<file path="src/rtl/disp_arbiter.sv">
// Display arbiter: a primary digit source owns the display until a message request takes it over for HOLD_CYCLES.
// Latency: 1 cycle, because every output is registered from the value selected at the preceding rising edge.
// Backpressure: none; msg_req is accepted at every edge where it is high, and msg_ack confirms each acceptance.
// Optional feature: define DISP_ARBITER_BLINK_EN to blink the message decimal points every BLINK_DIV cycles.
module disp_arbiter #(
    parameter int HOLD_CYCLES = 100_000_000,
    parameter int BLINK_DIV   = 25_000_000
) (
    input  logic        clk,
    input  logic        reset_n,
    input  logic [15:0] pri_hex,
    input  logic [3:0]  pri_dp,
    input  logic        msg_req,
    input  logic [15:0] msg_hex,
    input  logic [3:0]  msg_dp,
    output logic        msg_ack,
    output logic        msg_busy,
    output logic [3:0]  hex3,
    output logic [3:0]  hex2,
    output logic [3:0]  hex1,
    output logic [3:0]  hex0,
    output logic [3:0]  dp_in
);

    // The timer is wide enough to hold HOLD_CYCLES itself, so the HOLD_CYCLES-1 reload always fits.
    localparam int            TW         = $clog2(HOLD_CYCLES + 1);
    localparam logic [TW-1:0] TIMER_LOAD = TW'(HOLD_CYCLES - 1);

    typedef enum logic {
        PRI = 1'b0,
        MSG = 1'b1
    } state_t;

    state_t        r_state, w_state_nxt;
    logic [TW-1:0] r_timer, w_timer_nxt;
    logic [15:0]   r_hex,   w_hex_nxt;
    logic [3:0]    r_dp,    w_dp_nxt;
    logic          r_ack,   w_ack_nxt;

`ifdef DISP_ARBITER_BLINK_EN
    localparam int            BW        = (BLINK_DIV > 1) ? $clog2(BLINK_DIV) : 1;
    localparam logic [BW-1:0] BLINK_TOP = BW'(BLINK_DIV - 1);

    // The captured msg_dp is kept apart from dp_in because dp_in is blanked during the off phase.
    logic [3:0]    r_msg_dp,    w_msg_dp_nxt;
    logic [BW-1:0] r_blink_cnt, w_blink_cnt_nxt;
    logic          r_blink_off, w_blink_off_nxt;
`endif

    // Next-state and next-output selection: a request always wins, then an unexpired message holds, else primary.
    always_comb begin
        w_state_nxt     = PRI;
        w_timer_nxt     = '0;
        w_hex_nxt       = pri_hex;
        w_dp_nxt        = pri_dp;
        w_ack_nxt       = 1'b0;
`ifdef DISP_ARBITER_BLINK_EN
        w_msg_dp_nxt    = r_msg_dp;
        w_blink_cnt_nxt = '0;
        w_blink_off_nxt = 1'b0;
`endif
        if (msg_req) begin
            // The request is accepted in either state, and also when the timer has just expired.
            w_state_nxt     = MSG;
            w_timer_nxt     = TIMER_LOAD;
            w_hex_nxt       = msg_hex;
            w_dp_nxt        = msg_dp;
            w_ack_nxt       = 1'b1;
`ifdef DISP_ARBITER_BLINK_EN
            w_msg_dp_nxt    = msg_dp;
            w_blink_cnt_nxt = '0;
            w_blink_off_nxt = 1'b0;
`endif
        end else if (r_state == MSG && r_timer != '0) begin
            // The message keeps the display and pri_* is ignored. The timer stops at 0 and never wraps.
            w_state_nxt = MSG;
            w_timer_nxt = r_timer - TW'(1);
            w_hex_nxt   = r_hex;
`ifdef DISP_ARBITER_BLINK_EN
            if (r_blink_cnt == BLINK_TOP) begin
                w_blink_cnt_nxt = '0;
                w_blink_off_nxt = ~r_blink_off;
            end else begin
                w_blink_cnt_nxt = r_blink_cnt + BW'(1);
                w_blink_off_nxt = r_blink_off;
            end
            w_dp_nxt = w_blink_off_nxt ? 4'b0000 : r_msg_dp;
`else
            w_dp_nxt = r_dp;
`endif
        end
    end

    // State, timer and the registered display outputs; reset abandons any message without an ack.
    always_ff @(posedge clk or negedge reset_n) begin
        if (!reset_n) begin
            r_state <= PRI;
            r_timer <= '0;
            r_hex   <= '0;
            r_dp    <= '0;
            r_ack   <= 1'b0;
        end else begin
            r_state <= w_state_nxt;
            r_timer <= w_timer_nxt;
            r_hex   <= w_hex_nxt;
            r_dp    <= w_dp_nxt;
            r_ack   <= w_ack_nxt;
        end
    end

`ifdef DISP_ARBITER_BLINK_EN
    // Blink phase and the captured message decimal points.
    always_ff @(posedge clk or negedge reset_n) begin
        if (!reset_n) begin
            r_msg_dp    <= '0;
            r_blink_cnt <= '0;
            r_blink_off <= 1'b0;
        end else begin
            r_msg_dp    <= w_msg_dp_nxt;
            r_blink_cnt <= w_blink_cnt_nxt;
            r_blink_off <= w_blink_off_nxt;
        end
    end
`endif

    assign msg_ack  = r_ack;
    assign msg_busy = (r_state == MSG);
    assign hex3     = r_hex[15:12];
    assign hex2     = r_hex[11:8];
    assign hex1     = r_hex[7:4];
    assign hex0     = r_hex[3:0];
    assign dp_in    = r_dp;

endmodule

</file>
<file path="config.mk">
export PLATFORM = sky130hd
export DESIGN_NAME = disp_arbiter
export DESIGN_NICKNAME = d
export VERILOG_FILES = /design/src/rtl/disp_arbiter.sv
export SDC_FILE = /design/constraint.sdc
export NUM_CORES = 1
export LEC_CHECK = 0
export ABC_AREA = 1
export CORE_ASPECT_RATIO = 1.5
export CORE_UTILIZATION = 45
export DETAILED_ROUTE_END_ITERATION = 16
export GPL_TIMING_DRIVEN = 1
export PLACE_DENSITY_LB_ADDON = 0.25
export SLEW_MARGIN = 5
export SYNTH_ARGS = -nofsm -noshare
export SYNTH_HDL_FRONTEND = slang
export SYNTH_SLANG_ARGS = --single-unit
</file>
<file path="constraint.sdc">
create_clock -name clk -period 1.33 [get_ports clk]
set_input_delay 0.133 -clock clk [delete_from_list [all_inputs] [get_ports clk]]
set_output_delay 0.133 -clock clk [all_outputs]
set_load 0.01 [all_outputs]
</file>
# == After elaboration in Yosys (flattened, before gate mapping) ==
# Index checks and enable logic that the tools add are counted.
# totals
rom_bits,0
ramBits,0
wordCells,18
mem_count,0
output_inout_bits,22
latchBits,0
regBits,49
inputBits,43
# op_classes
shifts,0
n_div,0
bitwise_logic,0
n_mux,9
addsub,1
n_mul,0
reduce_logical,2
magnitude_cmp,0
eq_ne,1
# ops
op,n
$mux W27,2
$mux W16,2
$reduce_bool A27 Y1,1
$sub A27 B1 Y27 const B,1
$mux W4,2
$mux W1,3
$ne A2 B2 Y1 const B,1
$logic_and A1 B1 Y1,1

# == Logic depth before layout (Yosys ltp) ==
# Gate-level depths: netlist (run 1).
# logic_depth
depth_word,4
depth_mapped,11
depth_no_buf,10

# == Least setup slack after synthesis (run 1) ==
# Ideal clock, no wire load.
# synth_timing
kind,reg2reg
from,register r_timer[0]
to,register r_timer[15]
arrival_time_ns,1.269
synth_period_minus_slack_ns,1.411
t_required_ns,1.188
slack_ns,-0.081
setup_ns,0.142
path_buffers,1
path_stages_with_launch,11
cell_sequence,dfrtp_1 -> inv_1 -> ha_1 -> nand2_1 -> nor2_1 -> nand2_1 -> nor2_1 -> nand2_2 -> nand2_2 -> buf_4 -> o21ai_0
# synth_between
elab_chain_cells,4
elab_cells_between_ends,5
classes_between,add/sub (1); mux (2); reduce/logical (2)
# synth_lines
item,line_no,source
start: declaration,35,"logic [TW-1:0] r_timer, w_timer_nxt;"
start signal: assignment,104,r_timer <= w_timer_nxt;
"parallel branches: the longest is 2 deep, another holds $sub A27 B1 Y27",-,
$mux W27 (*),74,end else if (r_state == MSG && r_timer != '0) begin
$mux W27 (*),62,if (msg_req) begin
net w_timer_nxt[15],35,
# Mark *: on every way through the listed nets, which the timed path passes.
# A chain may end at the register's enable or synchronous reset.

# == Worst setup path after layout (run 1) ==
# layout_timing
from,register r_timer[1]
to,register r_timer[18]
# Same word-level chain as after synthesis.

==> impl_metrics.tcl, run 1 <==
set metrics [dict create \
    outcome "finished, violations left" \
    violations "negative setup slack" \
    track_usage_pct 27.1 \
    vdd_drop_max_v 0.000560 \
    required_ns 1.52 \
    seq_area_um2 1230 \
    diodes 0 \
    path_class "reg -> reg" \
    finalPower_uw 3220 \
    swShare_pct 25.4 \
    clk_pin_slew_ns 0.09 \
    min_period_over_period_pct 117 \
    slew_violations 0 \
    power.switching_uw 817 \
    yosys-top-cells-count "166 x nand2_1, 50 x nor2_1, 49 x dfrtp_1" \
    crit_path_start_kind "flip-flop" \
    numPortBuffers 64 \
    ios 65 \
    place_congestion 0.909 \
    first_iter_violations 101 \
    cp.arrival_ns 1.75 \
    power_frac_clock_pct 34.0 \
    initial_utilization_pct 47.4 \
    finalHoldViolCount 0 \
    cts_buffer_depth 2 \
    first_pass_iters 4 \
    hold_path.class "in -> async" \
    cap_violations 0 \
    multi_input_area_um2 1600 \
    min_period_ns 1.56 \
    worstMarginPinSlew_ns 0.420 \
    syn_to_final_growth_pct 56.9 \
    netlist_area_um2 2780 \
    synth.most_common_cell "nand2_1" \
    antenna_found_initial 0 \
    htreeDepth 2 \
    synthCells 396 \
    synth_top_area_share_pct 44.1 \
    rsz0062_at_grt "yes" \
    setup_viol 48 \
    p_seq_share_pct 49.8 \
    die_w_um 66.2 \
    fmax_ghz 0.640 \
    wl_um 8210 \
    ys_warn_count 0 \
    nNetsFinal 573 \
    first_global_vias 3122 \
    yosysSeqAreaShare_pct 44.1 \
    synth_seq_cells 49 \
    clock_skew_ns 0.00844 \
    cp_max_fo 5 \
    vias 3067 \
    num_rows 34 \
    die-area_um2 6510 \
    synth_enable_flop_cells 0 \
    wl_per_cell_um 13.7 \
    place_hpwl_um 5670 \
    ys_types 22 \
    slew_headroom_pct 72.0 \
    utilization_pct 74.3 \
    core-area_um2 5870 \
    ys_top_cells_by_area "dfrtp_1 44%, nand2_1 22%, nor2_1 6.7%" \
    ys.flop_type "dfrtp_1" \
    cellPowerDensity_nw_per_um2 737 \
    grt_pass1_wl_um 13600 \
    drc 0 \
    combPwrFrac_pct 16.1 \
    grt_start_max_net_pins 25 \
    insertion_delay_ns 0.31 \
    vias_per_cell 5.10 \
    cts_tree "done" \
    r2r_setup_slack_ns -0.23 \
    overflow 0 \
    synthesis.nets 441 \
    fp.dieH_um 98.3 \
    nFillCells 461 \
    drive_gt1_share_pct 26.1 \
    synth-async-reset-ratio_pct 100 \
    power.leakage_uw 0.00218 \
    avgSynthCellArea_um2 7.02 \
    timing.final.ws_setup_ns -0.232 \
    cts_made_buffers 5 \
    cts_sinks 49 \
    synth_largest_area_cell "dfrtp_1" \
    clockRootBuffer "clkbuf_8" \
    power.internal_uw 2400 \
    end_kind "flip-flop" \
    ant_nets 0 \
]
sequential cells by signal (all words and copies together) (netlist names):
register	flops
msg_ack	1
r_hex	16
msg_busy	1
dp_in	4
r_timer	27
stage by stage:
stage               hold slack, ns  area, um2  setup slack, ns  TNS [ns]  std cells
floorplan                   -0.163       2800          -0.0231    -0.458        396
global placement            0.0856       3980           -0.165     -6.06        586
detailed placement          0.0897       3980           -0.223     -9.07        586
CTS                          0.320       4220           -0.251    -10.34        599
global route                 0.346       4360           -0.301    -13.23        601
finish                       0.299       4360           -0.232     -9.59        601
power by group through the flow:
stage	combinational [uW]	sequential (uW)	clock, uW
floorplan	169	1660	0
global placement	527	1630	0
detailed placement	535	1630	0
CTS	504	1600	1100
global route	581	1610	1160
finish	519	1600	1090
timing repair:
item,4_1_cts,5_1_grt
endpoints found under the setup margin,69,48
resized for setup,60,30
hold buffers,1,0
endpoints found under the hold margin,16,0
buffers inserted,3,1
pin swaps,30,10
cloned,1,1
path summary, 6_finish.rpt:
path | startpoint | to | depth (start not counted)
setup reg to reg | r_timer[1] | r_timer[18] | 10
hold reg to reg | r_timer[0] | r_timer[0] | 1
min in group clk | pri_dp[3] | dp_in[3] | 5
hold / removal | reset_n | r_hex[14] | 2
setup / recovery | r_timer[1] | r_timer[18] | 10
max in group asynchronous | reset_n | r_timer[19] | 3
cell families (layout without fill, tap and decap cells):
group           Yosys count  count (layout)  synth area share, %
compound gates           15              15                 2.79
buf+inv                  43             175                 6.57
xor+xnor                 11              11                 3.46
fa+ha+maj                 2               2                0.900
simple gates            276             277                 42.2
flops                    49              49                 44.1
critical path: stages, from the launching register on:
cell     delay (ns)
dfrtp_1        0.41
inv_2          0.09
ha_4           0.15
nand2_4        0.05
nor2_4         0.11
nand2_2        0.08
nor2_4         0.12
nand2_4        0.12
nand2_4        0.11
buf_6          0.14
o21ai_2        0.05
metal layers:
metal  GRT usage [%]  wire length, um  vias to the layer above
li1                -                -                     1509
met1            28.6             3050                     1438
met2            49.8             4490                       96
met3            5.14              362                       24
met4            12.3              309                        0
met5               0                0                        -
placed cells by master (no fill, tap or decap), types with 11 or more instances in the layout:
cell and count:
clkdlybuf4s50_1 42, o21ai_2 11, inv_1 24, nand4_1 27
nand2_1 158, dlygate4sd2_1 21, nand3_1 20, dfrtp_1 49
buf_4 68, nor2_2 16, nor2_1 32
layout make-up:
| type | instances | share of cell area, % |
|---|---|---|
| repair buffers | 139 | 28.2 |
| well taps | 72 | 2.06 |
| inverters | 28 | 2.41 |
| clock inverters | 2 | 0.889 |
| clock buffers | 6 | 1.66 |
| multi-input cells | 305 | 36.7 |
| flip-flops and latches | 49 | 28.1 |
Power figures use the tool's default switching activity.
==> run 2: changes to the inputs <==
--- a/config.mk
+++ b/config.mk
@@ -7,8 +7,9 @@
 export LEC_CHECK = 0
 export ABC_AREA = 1
 export CORE_ASPECT_RATIO = 1.5
-export CORE_UTILIZATION = 45
+export CORE_UTILIZATION = 40
 export DETAILED_ROUTE_END_ITERATION = 16
+export DONT_BUFFER_PORTS = 1
 export GPL_TIMING_DRIVEN = 1
 export PLACE_DENSITY_LB_ADDON = 0.25
 export SLEW_MARGIN = 5
==> run 2 against run 1 <==
- the flow still finishes with violations (negative setup slack)
- first-iteration DRC count increased by 8.9%
- power decreased by 8.9%
- clock power decreased by 9.7%
- critical endpoint is now r_timer[19]
- largest cell class unchanged
- largest power group unchanged
- highest routed layer unchanged
==> impl_metrics.tcl, run 2 (same netlist as run 1, synthesis figures left out) <==
set metrics [dict create \
    place_congestion 0.829 \
    r2r_setup_slack_ns -0.21 \
    power.switching_uw 807 \
    grt_pass1_wl_um 12600 \
    vias 2829 \
    violations "negative setup slack" \
    die-area_um2 7300 \
    crit_buf_inv 2 \
    min_to "r_hex[8]" \
    grt_start_max_net_pins 50 \
    cts_sinks 49 \
    diodes 0 \
    clk_pin_slew_ns 0.10 \
    required_ns 1.53 \
    multi_input_area_um2 1650 \
    finalHoldViolCount 0 \
    drive_gt1_share_pct 33.5 \
    cp.arrival_ns 1.74 \
    min_period_ns 1.54 \
    syn_to_final_growth_pct 38.9 \
    initial_utilization_pct 42.0 \
    hp-start "pri_hex[8]" \
    place_hpwl_um 5200 \
    seq_area_um2 1230 \
    final_common_cell "nand2_1" \
    overflow 0 \
    p_seq_share_pct 56.2 \
    max_stage_delay_ns 0.41 \
    end_kind "flip-flop" \
    path_class "reg -> reg" \
    fmax_ghz 0.650 \
    regMostFlops "r_timer" \
    slew_headroom_pct 74.7 \
    power.leakage_uw 0.00191 \
    first_pass_iters 4 \
    finalPower_uw 2930 \
    vias_per_cell 5.20 \
    final_cell_mix "144 x nand2_1, 69 x buf_4, 48 x dfrtp_1, 27 x nor2_2, 27 x nand4_1" \
    nNetsFinal 512 \
    slew_violations 0 \
    combPwrFrac_pct 10.2 \
    cts_tree "done" \
    ios 65 \
    hold_path.class "in -> reg" \
    first_iter_violations 110 \
    num_rows 36 \
    crit_path_start_kind "flip-flop" \
    nFillCells 610 \
    power_frac_clock_pct 33.6 \
    rsz0062_at_grt "yes" \
    antenna_found_initial 0 \
    outcome "finished, violations left" \
    wl_um 7660 \
    swShare_pct 27.5 \
    ant_nets 0 \
    min_path_cells 4 \
    vdd_drop_max_v 0.000665 \
    crit_family "simple AND/OR/NAND/NOR gates" \
    critPathMostFrequentCell "nor2_2" \
    setup_viol 48 \
    fp.dieH_um 104 \
    utilization_pct 58.3 \
    whs_ns 0.0189 \
    worstMarginPinSlew_ns 0.377 \
    wl_per_cell_um 14.1 \
    cts_made_buffers 5 \
    cellPowerDensity_nw_per_um2 758 \
    core-area_um2 6620 \
    reg2reg_depth 10 \
    dp.cells 526 \
    crit_chain "inv_2, ha_4, nand2_2, nor2_2, nand2_1, nor2_2, nand2_4, nand3_4, buf_12, nor2_4" \
    clockRootBuffer "clkbuf_8" \
    largest_reg_flops 27 \
    slowest_stage "dfrtp_1" \
    fin_cells 544 \
    r2r-start "r_timer[0]" \
    die_w_um 70.1 \
    setup_tns_ns -7.71 \
    first_global_vias 2787 \
    track_usage_pct 21.7 \
    r2r-end "r_timer[19]" \
    insertion_delay_ns 0.31 \
    drc 0 \
    min_period_over_period_pct 116 \
    htreeDepth 2 \
    numPortBuffers 0 \
    cts_buffer_depth 2 \
    power.internal_uw 2120 \
    cap_violations 0 \
    cp_max_fo 8 \
    clock_skew_ns 0.00617 \
    timing.final.ws_setup_ns -0.210 \
]
[run 2: final cells by class]
class	count	share of cell area, %
Clock buffer	6	2.14
Clock inverter	2	0.454
Inverter	28	2.72
Multi-Input combinational cell	305	42.8
Sequential cell	49	31.8
Tap cell	76	2.46
Timing Repair Buffer	78	17.7
[run 2: metrics by stage]
stage | instance area (um2) | worst slack [ns]
6_report | 3860 | -0.210
5_1_grt | 3860 | -0.329
3_3_place_gp | 3380 | -0.193
4_1_cts | 3680 | -0.212
3_5_place_dp | 3380 | -0.258
2_1_floorplan | 2800 | -0.0231
[run 2: layer usage]
metal	global-route usage [%]	share of wire, %	up-vias
li1	-	-	1398
met1	24.3	38	1311
met5	0	0	-
met4	11.0	3.7	0
met3	3.88	4.9	19
met2	38.7	53	101
[run 2: worst max-delay path by stage]
stage	from	endpoint	slack, ns	depth (start not counted)
3_3_place_gp	r_timer[0]	r_timer[24]	-0.19	8
3_5_place_dp	r_timer[0]	r_timer[24]	-0.26	7
6_report	r_timer[0]	r_timer[19]	-0.21	10
4_1_cts	r_timer[0]	dp_in[1]	-0.21	11
2_1_floorplan	r_timer[0]	r_timer[24]	-0.02	7
5_1_grt	r_timer[0]	r_timer[19]	-0.33	10
[run 2: what timing repair did]
| item | in CTS | in global routing |
|---|---|---|
| setup endpoints to repair | 48 | 49 |
| setup buffers | 1 | 4 |
| resized for setup | 47 | 34 |
| pin swaps | 5 | 6 |
| endpoints found under the hold margin | 50 | 0 |
| hold buffers | 3 | 0 |
| gates cloned | 0 | 2 |
[run 2: worst min-delay path, cell delays in order]
cell and delay (ns):
nand2_1 0.03, nand2_1 0.05, nand2_1 0.04, nand2_1 0.04
[run 2: power groups by stage]
stage	sequential (uW)	combinational, uW	clock [uW]
finish	1650	299	984
global route	1660	342	1060
CTS	1650	274	996
detailed placement	1670	221	0
global placement	1680	213	0
floorplan	1660	169	0
==> run 3: changes to the inputs <==
--- a/config.mk
+++ b/config.mk
@@ -5,13 +5,14 @@
 export SDC_FILE = /design/constraint.sdc
 export NUM_CORES = 1
 export LEC_CHECK = 0
-export ABC_AREA = 1
 export CORE_ASPECT_RATIO = 1.5
 export CORE_UTILIZATION = 40
 export DETAILED_ROUTE_END_ITERATION = 16
 export DONT_BUFFER_PORTS = 1
 export GPL_TIMING_DRIVEN = 1
 export PLACE_DENSITY_LB_ADDON = 0.25
+export RECOVER_POWER = 50
+export SETUP_SLACK_MARGIN = 0.02
 export SLEW_MARGIN = 5
 export SYNTH_ARGS = -nofsm -noshare
 export SYNTH_HDL_FRONTEND = slang
==> run 3 against run 2 <==
- the flow still finishes with violations (negative setup slack)
- clock power is 12% higher
- worst hold slack worse by 0.014 ns
- non-clock buffer count rose by 31
- clock skew rose by 0.0056 ns
- routed wire length up 4.8%
- synthesized cell count shrank 29%
- cell area fell by 1.3%
- critical path type unchanged
- highest routed layer unchanged
==> impl_metrics.tcl, run 3 <==
set metrics [dict create \
    outcome "finished, violations left" \
    violations "negative setup slack" \
    synth.most_common_cell "dfrtp_1" \
    seq_area_um2 1230 \
    synth_top_area_share_pct 44.8 \
    rsz0062_at_grt "yes" \
    final_common_cell "buf_4" \
    cp_max_fo 11 \
    swShare_pct 23.3 \
    hold_path.class "in -> reg" \
    synth-async-reset-ratio_pct 100 \
    cts_tree "done" \
    power.leakage_uw 0.00144 \
    synthCells 281 \
    first_iter_violations 174 \
    first_pass_iters 4 \
    power.internal_uw 2320 \
    final_cell_mix "71 x buf_4, 49 x dfrtp_1, 30 x dlygate4sd3_1, 26 x nand4_1, 25 x a22oi_1" \
    nFillCells 574 \
    synth_seq_cells 49 \
    numPortBuffers 0 \
    regMostFlops "r_timer" \
    cap_violations 0 \
    clockRootBuffer "clkbuf_8" \
    cts_made_buffers 5 \
    drive_gt1_share_pct 28.1 \
    grt_start_max_net_pins 50 \
    p_seq_share_pct 53.6 \
    core-area_um2 6580 \
    min_period_ns 1.99 \
    netlist_area_um2 2740 \
    cellPowerDensity_nw_per_um2 795 \
    fmax_ghz 0.501 \
    required_ns 1.50 \
    timing.final.ws_setup_ns -0.665 \
    worstMarginPinSlew_ns 0.685 \
    reg2reg_depth 5 \
    initial_utilization_pct 41.6 \
    htreeDepth 2 \
    die-area_um2 7190 \
    ys.flop_type "dfrtp_1" \
    path_class "reg -> reg" \
    fp.dieH_um 103 \
    yosys-top-cells-count "49 x dfrtp_1, 26 x a22oi_1, 26 x nand4_1" \
    first_global_vias 2657 \
    largest_reg_flops 27 \
    cts_buffer_depth 2 \
    combPwrFrac_pct 10.2 \
    grt_pass1_wl_um 12900 \
    track_usage_pct 22.5 \
    place_congestion 0.873 \
    avgSynthCellArea_um2 9.75 \
    ys_top_cells_by_area "dfrtp_1 45%, a22oi_1 7.1%, nand4_1 5.9%" \
    setup_viol 48 \
    place_hpwl_um 5530 \
    min_path_cells 2 \
    finalHoldViolCount 0 \
    wl_um 8030 \
    power.switching_uw 708 \
    diodes 0 \
    overflow 0 \
    yosysSeqAreaShare_pct 44.8 \
    vias_per_cell 6.07 \
    ys_types 43 \
    synth_enable_flop_cells 0 \
    drc 0 \
    syn_to_final_growth_pct 39.2 \
    ys_warn_count 0 \
    vdd_drop_max_v 0.000366 \
    slew_violations 0 \
    clk_pin_slew_ns 0.09 \
    num_rows 36 \
    antenna_found_initial 0 \
    end_kind "flip-flop" \
    slew_headroom_pct 54.3 \
    ios 65 \
    vias 2708 \
    finalPower_uw 3030 \
    nNetsFinal 414 \
    power_frac_clock_pct 36.2 \
    crit_path_start_kind "flip-flop" \
    insertion_delay_ns 0.30 \
    whs_ns 0.00462 \
    min_period_over_period_pct 150 \
    wl_per_cell_um 18.0 \
    die_w_um 69.6 \
    cts_sinks 49 \
    multi_input_area_um2 1420 \
    clock_skew_ns 0.0118 \
    ant_nets 0 \
    cp.arrival_ns 2.17 \
    synth_largest_area_cell "dfrtp_1" \
    synthesis.nets 326 \
]
run 3: critical path, cell delays in order, from the launching register on:
cell     delay (ns)
dfrtp_1        0.39
or3_4          0.40
or4_4          0.61
o21ai_4        0.20
buf_6          0.18
o21ai_1        0.08
run 3: power groups by stage:
stage	combinational, uW	sequential, uW	clock (uW)
6_report	310	1620	1100
2_1_floorplan	141	1640	0
3_3_place_gp	183	1650	0
5_1_grt	343	1630	1180
4_1_cts	314	1620	1130
3_5_place_dp	188	1660	0
run 3: cell type report:
class / count / share of cell area (%)
clock buffer: 7 / 2.26
clock inverter: 1 / 0.788
tap: 76 / 2.49
timing repair buffer: 109 / 24.7
sequential: 49 / 32.2
inverter: 4 / 0.394
multi-input combinational: 200 / 37.2
run 3: timing repair:
action / 4_1_cts / 5_1_grt
pin swaps: 8 / 4
endpoints found under the setup margin: 48 / 48
endpoints found under the hold margin: 70 / 1
hold buffers: 30 / 1
buffers inserted: 2 / 2
gates resized for setup: 12 / 4
run 3: cell families (layout without fill, tap and decap cells):
family	after synthesis	count (layout)	share of synthesized area, %
xor gates and xnor gates	12	12	3.84
and+or+nand+nor	100	100	22.2
AOI/OAI and AO/OA	86	86	22.7
buffers and inverters	32	121	5.62
DFF	49	49	44.8
adders and majority gates	2	2	0.914
run 3: through the flow:
| step | std cells | area [um2] | util [%] | setup TNS [ns] | setup slack [ns] |
|---|---|---|---|---|---|
| finish | 446 | 3810 | 58.0 | -30.26 | -0.665 |
| global route | 446 | 3810 | 58.0 | -33.17 | -0.733 |
| CTS | 443 | 3780 | 57.5 | -29.45 | -0.650 |
| detailed placement | 403 | 3290 | 50.0 | -30.63 | -0.719 |
| global placement | 403 | 3290 | 50.0 | -29.69 | -0.667 |
| floorplan | 281 | 2750 | - | -28.81 | -0.611 |
run 3: routing by layer:
| layer | wire length [um] | GRT usage, % | vias to the layer above |
|---|---|---|---|
| li1 | - | - | 1276 |
| met1 | 3100 | 24.9 | 1307 |
| met2 | 4310 | 42.0 | 106 |
| met3 | 366 | 3.59 | 19 |
| met4 | 253 | 11.1 | 0 |
| met5 | 0 | 0 | - |
run 3: path summary, 6_finish.rpt:
| check | startpoint | end | slack, ns |
|---|---|---|---|
| setup reg to reg | r_timer[22] | r_timer[0] | -0.66 |
| max in group asynchronous | reset_n | r_timer[16] | 0.42 |
| hold reg to reg | r_timer[0] | r_timer[0] | 0.58 |
| hold / removal | pri_hex[12] | r_hex[12] | 0.005 |
| setup / recovery | r_timer[22] | r_timer[0] | -0.66 |
| min in group asynchronous | reset_n | r_hex[0] | 0.44 |
